[config.mk]
export PLATFORM = sky130hd
export DESIGN_NAME = reg_scoreboard
export DESIGN_NICKNAME = d
export VERILOG_FILES = /design/src/rtl/riscv_pkg.sv /design/src/rtl/sb_counter.sv /design/src/rtl/reg_scoreboard.sv
export SDC_FILE = /design/constraint.sdc
export NUM_CORES = 1
export LEC_CHECK = 0
export CAP_MARGIN = 20
export CORE_MARGIN = 5
export CORE_UTILIZATION = 50
export CTS_CLUSTER_DIAMETER = 30
export DETAILED_ROUTE_END_ITERATION = 12
export GPL_ROUTABILITY_DRIVEN = 0
export PLACE_DENSITY = 0.75
export REMOVE_ABC_BUFFERS = 1
export SETUP_SLACK_MARGIN = 0.1
export SLEW_MARGIN = 15
export SYNTH_ARGS = -nofsm -noshare
export SYNTH_HDL_FRONTEND = slang
export SYNTH_SLANG_ARGS = --single-unit
[constraint.sdc]
create_clock -name clk -period 6.8 [get_ports clk]
set_input_delay 2.04 -clock clk [delete_from_list [all_inputs] [get_ports clk]]
set_output_delay 2.04 -clock clk [all_outputs]
set_load 0.02 [all_outputs]
[src/rtl/riscv_pkg.sv]
// Shared constants for the register scoreboard: register-index width, register
// count, pending-write counter width and stall-counter width.
package riscv_pkg;
  localparam int ADDRESS_WIDTH   = 5;
  localparam int REG_COUNT       = 2 ** ADDRESS_WIDTH;
  localparam int CNT_WIDTH       = 2;
  localparam int STALL_CNT_WIDTH = 16;
endpackage

[src/rtl/sb_counter.sv]
// One pending-write counter. It saturates at both ends, holds when inc and dec
// arrive together, and clears on clr_i. The caller gates inc/dec against full/empty.
module sb_counter #(
  parameter int W = 2
) (
  input  logic         clk,
  input  logic         rst,
  input  logic         clr_i,
  input  logic         inc_i,
  input  logic         dec_i,
  output logic [W-1:0] cnt_o,
  output logic         full_o,
  output logic         nonzero_o
);
  logic [W-1:0] cnt_q, cnt_d;

  always_comb begin
    cnt_d = cnt_q;
    if (clr_i) begin
      cnt_d = '0;
    end else if (inc_i && !dec_i && (cnt_q != '1)) begin
      cnt_d = cnt_q + W'(1);
    end else if (dec_i && !inc_i && (cnt_q != '0)) begin
      cnt_d = cnt_q - W'(1);
    end
  end

  always_ff @(posedge clk) begin
    if (rst) cnt_q <= '0;
    else     cnt_q <= cnt_d;
  end

  assign cnt_o     = cnt_q;
  assign full_o    = (cnt_q == '1);
  assign nonzero_o = (cnt_q != '0);
endmodule

[src/rtl/reg_scoreboard.sv]
// Register scoreboard: tracks in-flight writes per register and blocks issue on
// RAW hazards or a full counter. It allows same-cycle writeback bypass.
module reg_scoreboard #(
  parameter int ADDRESS_WIDTH = riscv_pkg::ADDRESS_WIDTH,
  parameter int CNT_WIDTH     = riscv_pkg::CNT_WIDTH
) (
  input  logic                                  clk,
  input  logic                                  rst,
  input  logic                                  issue_valid_i,
  input  logic [ADDRESS_WIDTH-1:0]              issue_rs1_i,
  input  logic [ADDRESS_WIDTH-1:0]              issue_rs2_i,
  input  logic                                  issue_rs1_used_i,
  input  logic                                  issue_rs2_used_i,
  input  logic [ADDRESS_WIDTH-1:0]              issue_rd_i,
  input  logic                                  issue_rd_we_i,
  output logic                                  issue_ready_o,
  input  logic                                  wb_valid_i,
  input  logic [ADDRESS_WIDTH-1:0]              wb_rd_i,
  input  logic                                  flush_i,
  output logic [2**ADDRESS_WIDTH-1:0]           busy_o,
  output logic [riscv_pkg::STALL_CNT_WIDTH-1:0] stall_cnt_o,
  output logic                                  err_o
);
  import riscv_pkg::*;

  localparam int NUM_REGS = 2 ** ADDRESS_WIDTH;

  logic [CNT_WIDTH-1:0]       cnt [NUM_REGS];
  logic [NUM_REGS-1:0]        cnt_full, cnt_nz, inc, dec;
  logic [STALL_CNT_WIDTH-1:0] stall_cnt_q, stall_cnt_d;
  logic                       err_q, err_d;
  logic                       rs1_wb, rs2_wb, rd_wb;
  logic                       rs1_haz, rs2_haz, rd_full, fire;

  assign cnt[0]      = '0;
  assign cnt_full[0] = 1'b0;
  assign cnt_nz[0]   = 1'b0;
  assign inc[0]      = 1'b0;
  assign dec[0]      = 1'b0;

  for (genvar i = 1; i < NUM_REGS; i++) begin : g_cnt
    assign inc[i] = fire && issue_rd_we_i && (issue_rd_i == ADDRESS_WIDTH'(i));
    assign dec[i] = wb_valid_i && (wb_rd_i == ADDRESS_WIDTH'(i)) && cnt_nz[i];
    sb_counter #(.W(CNT_WIDTH)) u_cnt (
      .clk      (clk),
      .rst      (rst),
      .clr_i    (flush_i),
      .inc_i    (inc[i]),
      .dec_i    (dec[i]),
      .cnt_o    (cnt[i]),
      .full_o   (cnt_full[i]),
      .nonzero_o(cnt_nz[i])
    );
  end

  // A same-cycle writeback lands before the read, so it removes one pending write.
  assign rs1_wb  = wb_valid_i && (wb_rd_i == issue_rs1_i);
  assign rs2_wb  = wb_valid_i && (wb_rd_i == issue_rs2_i);
  assign rd_wb   = wb_valid_i && (wb_rd_i == issue_rd_i);
  assign rs1_haz = issue_rs1_used_i && (cnt[issue_rs1_i] > CNT_WIDTH'(rs1_wb));
  assign rs2_haz = issue_rs2_used_i && (cnt[issue_rs2_i] > CNT_WIDTH'(rs2_wb));
  assign rd_full = issue_rd_we_i && (issue_rd_i != '0) && cnt_full[issue_rd_i] && !rd_wb;

  assign issue_ready_o = !(rs1_haz || rs2_haz || rd_full);
  assign fire          = issue_valid_i && issue_ready_o;

  always_comb begin
    stall_cnt_d = stall_cnt_q;
    err_d       = err_q;
    if (issue_valid_i && !issue_ready_o && (stall_cnt_q != '1)) begin
      stall_cnt_d = stall_cnt_q + STALL_CNT_WIDTH'(1);
    end
    if (wb_valid_i && (wb_rd_i != '0) && !cnt_nz[wb_rd_i]) begin
      err_d = 1'b1;
    end
  end

  always_ff @(posedge clk) begin
    if (rst) begin
      stall_cnt_q <= '0;
      err_q       <= 1'b0;
    end else begin
      stall_cnt_q <= stall_cnt_d;
      err_q       <= err_d;
    end
  end

  assign busy_o      = cnt_nz;
  assign stall_cnt_o = stall_cnt_q;
  assign err_o       = err_q;
endmodule

After elaboration in Yosys (flattened, before gate mapping)
Index checks and enable logic that the tools add are counted.
- add/subtract/negate cells: 63
- $lt $le $gt $ge: 6
- equal/unequal tests: 128
- multiplexer cells: 72
- bitwise logic cells: 2
- reductions and logical operators: 363
- operators with widths (kind ; count):
    $logic_and 1x1->1 ; 231
    $eq 5x5->1 const B ; 32
    $mux 2 ; 66
    $reduce_bool 2->1 ; 62
    $eq 5x4->1 const B ; 16
    $logic_not 1->1 ; 65
    $add 2x1->2 const B ; 31
    $eq 2x2->1 const B ; 31
    $ne 2x2->1 const B ; 31
    $sub 2x1->2 const B ; 31
    $eq 5x3->1 const B ; 8
    $bmux 2 s5 ; 2
    $eq 5x2->1 const B ; 4
    $add 16x1->16 const B ; 1
    $ne 16x16->1 const B ; 1
    $eq 5x5->1 ; 3
    $ge 6x6->1 const B ; 2
    $lt 5x6->1 const B ; 2
    $not 5->6 ; 2
    $bmux 1 s5 ; 2
    $eq 5x1->1 const B ; 2
    $reduce_bool 5->1 ; 2
    $gt 2x1->1 ; 2
    $logic_or 1x1->1 ; 2
    other kinds (2) ; 3
- register bits: 79
- input port bits: 28
- logic and storage cells: 667

Longest topological paths before layout
- depth after elaboration: 17
- mapped depth: 18

Cells and area by module
A second synthesis with hierarchy kept.
- cell total of the unflattened synthesis: 833
- area, all modules: 7332.0 µm²
- by module, submodules not included (module ; instances ; cells each ; area each (µm²)):
    sb_counter ; 31 ; 15 ; 132.6
    reg_scoreboard ; 1 ; 368 ; 3220.6

Worst setup path after synthesis
OpenSTA, ideal clock, no wires.
- kind: input -> output
- start: input issue_rs2_i[0]
- end: output issue_ready_o
- arrival time: 5052 ps
- data required time: 4760 ps
- slack: -292 ps
- cell stages on the path: 12
- buffers on the path: 3
- path through: buf_2 buf_1 mux4_2 mux4_2 mux2i_1 ha_1 nor2_1 a22oi_1 and3_1 clkbuf_1 nand2_1 nor2_1
- word-level cells in the longest chain between the ends: 9
- elaborated cells on any way between the ends: 11
- ends and longest elaborated chain (item ; line ; source):
    start, declared ; reg_scoreboard.sv:11 ; input logic [ADDRESS_WIDTH-1:0] issue_rs2_i,
    $not 5->6 (implied by the code) ; reg_scoreboard.sv:61 ; assign rs2_haz = issue_rs2_used_i && (cnt[issue_rs2_i] > CNT_WIDTH'(rs2_wb));
    $bmux 2 s5 ; reg_scoreboard.sv:61 ;
    $mux 2 (implied by the code) (2 in series) ; reg_scoreboard.sv:61 ;
    $gt 2x1->1 * ; reg_scoreboard.sv:61 ;
    $logic_and 1x1->1 * ; reg_scoreboard.sv:61 ;
    $logic_or 1x1->1 * (2 in series) ; reg_scoreboard.sv:64 ; assign issue_ready_o = !(rs1_haz || rs2_haz || rd_full);
    $logic_not 1->1 * ; reg_scoreboard.sv:64 ;
    end, declared ; reg_scoreboard.sv:16 ; output logic issue_ready_o,
Mark *: on every way between the ends. The rest lies on a longest branch, timed or not. The select of a mux whose other input is x is not followed.

Final worst setup path
- start: input issue_rs1_i[1]
- end: output issue_ready_o
- word-level cells in the longest chain between the ends: 9
- elaborated cells on any way between the ends: 11
- ends and longest elaborated chain (item ; line ; source):
    start, declared ; reg_scoreboard.sv:10 ; input logic [ADDRESS_WIDTH-1:0] issue_rs1_i,
    $not 5->6 (implied by the code) ; reg_scoreboard.sv:60 ; assign rs1_haz = issue_rs1_used_i && (cnt[issue_rs1_i] > CNT_WIDTH'(rs1_wb));
    $bmux 2 s5 ; reg_scoreboard.sv:60 ;
    $mux 2 (implied by the code) (2 in series) ; reg_scoreboard.sv:60 ;
    $gt 2x1->1 * ; reg_scoreboard.sv:60 ;
    $logic_and 1x1->1 * ; reg_scoreboard.sv:60 ;
    $logic_or 1x1->1 * (2 in series) ; reg_scoreboard.sv:64 ;
    $logic_not 1->1 * ; reg_scoreboard.sv:64 ;
Marked as above.

==> qor.csv <==
stage,metric,value,unit
die,Die W,128.3,um
cells_and_area,Nets,964,
clock_network,clk_lat worst skew,0.35,ns
clock_network,CTS tree,yes,
route,Final ANT Viol Nets,0,
sta,Fin. Hold Viols,0,
sta,max-slew violation count,0,
synth,"Seq/Total Area, Yosys",22.61,%
clock_network,TritonCTS Buffers,9,
synth,total of warnings raised by yosys,0,
global_route,initial antenna violation count,0,
sta,Final period util,97.10,%
cells_and_area,post-route design area,0.008359,mm2
die,num rows,43,
sta,Final Critical Period,6.603,ns
clock_network,H-tree levels,3,
clock_network,Worst-path clk slew,0.06,ns
cells_and_area,Final Util,60.46,%
critical_path,startpoint types,input port,
critical_path,critical path start-end classification,in2out,
route,Vias,7517,
die,Initial Utilization,50.59,%
die,die footprint,0.01646,mm2
cells_and_area,ANT cells,0,
synth,fraction of registers with async set/reset,0,%
placement,Post-Place Cells,1097,
route,DRC violation count after routing,0,
synth,count of cell types in the netlist,58,
die,Die Ht,128.3,um
power,Worst VDD drop,109.3,uV
critical_path,Crit. Startpoint,issue_rs1_i[1],
die,Ports,78,
global_route,GRT Util Overall,29.04,%
sta,clk_skew,0.005965,ns
global_route,first-pass GRT wire length,37490,um
route,Via density,6.724,
route,Iter 0 DRT Violations,933,
synth,Syn Inst Count,879,
global_route,vias in the first global route,7013,
route,average wire per standard cell,21.48,um
hold_path,worst hold start,err_o$_SDFFE_PP0P_,
sta,Worst-Margin Slew,0.8083,ns
critical_path,"Req. time, crit path",4.76,ns
synth,Post-synth EDFFs,0,
hold_path,worst hold path type,reg2reg,
critical_path,r2r startpoint,g_cnt[28].u_cnt.cnt_o[0]$_SDFFE_PP0P_,
route,final WL,24020,um
clock_network,# hold bufs at CTS,0,
die,core region area,0.01383,mm2
cells_and_area,final non-filler cell total,1118,
sta,setup TNS,0,ns
sta,Setup Viol. Count Final,0,
synth,synthesized area,0.006995,mm2
critical_path,CP max FO,2,
cells_and_area,synth-to-layout area growth,19.50,%
placement,placed cell area,0.007979,mm2
synth,synthesis-stage register bit count,79,
cells_and_area,fill cell count,1195,
sta,relative slew slack,45.94,%
power,leakage,2.809,nW
power,PwrDens,135.9,mW/mm2
clock_network,# clock sinks,79,
route,drt pass-1 iters,6,
critical_path,CP arrival,4.56,ns
synth,Most used DFF post-synth,dfxtp_1,
clock_network,CTS Root Cell,clkbuf_16,
clock_network,CTS Buffer Depth,2,
synth,mean post-synth cell area,7.958,um2
flow_run,max-cap viol count,0,
global_route,GRT Residual Overflow,0,
cells_and_area,layout cells sized above 1,19.72,%
outcome,status,"complete, no violations",
critical_path,CP Capture Type,output pin,
placement,Buffers on Ports,76,
placement,post-DP HPWL,17520,um
sta,RSZ-0062 raised after global routing,no,
sta,Max Clk Rate,151.4,MHz
power,total power,1.136,mW
global_route,largest net degree at the start of global routing,58,
[final cells by class]
class / instances / area (um2) / area share (%)
multi-input cells: 691 / 4883 / 58.42
flip-flops and latches: 79 / 1582 / 18.92
repair buffers: 140 / 1341 / 16.05
clock buffers: 9 / 225.2 / 2.694
well taps: 180 / 225.2 / 2.694
clock inverters: 7 / 57.56 / 0.6885
inverters: 12 / 45.04 / 0.5388
[synthesized netlist by cell type, types with 2 or more instances]
cell type,n,area share (%)
mux4_2,38,12
and2_1,3,0.27
mux2i_1,11,1.6
a31oi_1,2,0.18
o22a_1,2,0.25
ha_1,3,0.54
and3b_1,2,0.25
buf_4,33,3.5
and3_1,11,0.98
nand4_1,10,0.89
a311o_1,2,0.29
a22o_1,3,0.38
nand2b_1,6,0.54
o21ai_0,44,3.1
a311oi_1,3,0.38
nor3b_1,8,0.86
or3_1,5,0.45
a221oi_1,5,0.63
buf_2,8,0.57
and4b_1,4,0.57
xnor2_1,10,1.3
inv_1,10,0.54
o211ai_1,6,0.64
mux2_2,17,2.7
buf_1,5,0.27
nor4_1,35,3.1
nand2_1,102,5.5
a21o_1,2,0.21
nor2b_1,9,0.80
nor3_1,21,1.5
nand3_1,28,2.0
or4_1,17,1.8
dfxtp_1,79,23
o31ai_1,41,4.4
o2111ai_1,19,2.4
clkinv_1,2,0.11
nor2_1,72,3.9
or2_2,39,3.5
o22ai_1,3,0.27
clkbuf_1,51,2.7
a21oi_1,45,3.2
xor2_1,43,5.4
a22oi_1,5,0.54
[sequential cells by signal, indices dropped and copies added (netlist names)]
register	flops
g_cnt.u_cnt.cnt_o	62
stall_cnt_o	16
err_o	1
[routing by layer]
layer	share of wire, %	up-vias	wire length (um)	track usage (%)
li1	-	3363	-	-
met1	37	3515	8926	36.72
met2	44	515	10610	44.16
met3	13	124	3023	8.750
met4	6.1	0	1460	16.04
met5	0	-	0	0
[metrics by stage]
step,setup slack (ns),hold slack [ns]
6_report,0.1970,0.4808
5_1_grt,0.1045,0.5031
4_1_cts,0.1098,0.4878
3_5_place_dp,-0.5075,0.4731
3_3_place_gp,-0.4950,0.4714
2_1_floorplan,0.5189,0.4883
[path summary, 6_finish.rpt]
path | slack, ns | cells past startpoint | to
min reg2reg | 0.48 | 2 | err_o$_SDFFE_PP0P_
min | 0.48 | 2 | err_o$_SDFFE_PP0P_
max | 0.20 | 10 | issue_ready_o
max reg2reg | 3.01 | 11 | g_cnt[4].u_cnt.cnt_o[0]$_SDFFE_PP0P_
[cells by family (layout without fill, tap and decap cells)]
| group | after synthesis | count (layout) | synth area share [%] |
|---|---|---|---|
| AOI/OAI and AO/OA | 190 | 190 | 18.10 |
| xor gates and xnor gates | 53 | 53 | 6.636 |
| adders and majority gates | 3 | 3 | 0.5366 |
| buffers and inverters | 109 | 168 | 7.763 |
| DFF | 79 | 79 | 22.61 |
| muxes | 66 | 66 | 16.54 |
| other | 1 | 1 | 0.05361 |
| and+or+nand+nor | 378 | 378 | 27.76 |
[power breakdown]
part,internal (mW),switching [mW]
Sequential,0.464,0.00180
Combinational,0.0806,0.122
Clock,0.251,0.217
Total,0.796,0.341
[placed cells by master, fill, tap and decap left out, types with 4 or more instances in the layout]
cell type        count
o2111ai_1           19
a22oi_1              5
mux2_2              17
a221oi_1             5
nor3_1              21
nor4_1              35
mux4_2              38
inv_1               10
nor2_1              70
xnor2_1             10
a21oi_1             45
buf_4               58
mux2i_1             11
clkbuf_16            9
nand2b_1             6
o211ai_1             6
nor3b_1              8
xor2_1              43
or3_1                5
or2_2               39
nand3_1             28
nor2b_1              9
o31ai_1             41
dfxtp_1             79
and4b_1              4
and3_1              11
nand2_1            102
nand4_1             10
clkdlybuf4s50_1     71
o21ai_0             44
buf_12               4
or4_1               17
[repair_timing]
action | CTS | global route
buffers inserted | 2 | 1
gates cloned | 2 | 0
pin swaps | 1 | 2
setup endpoints to repair | 1 | 1
resized for setup | 15 | 5
[critical path, cell delays in order]
cell and delay [ns]:
clkdlybuf4s15_1 0.28, mux4_2 0.54, mux4_2 0.50, mux2i_1 0.16
ha_1 0.24, or2_2 0.28, o41ai_2 0.06, o31a_1 0.24
nor2_2 0.06, buf_4 0.15
(Power assumes the default switching activity.)
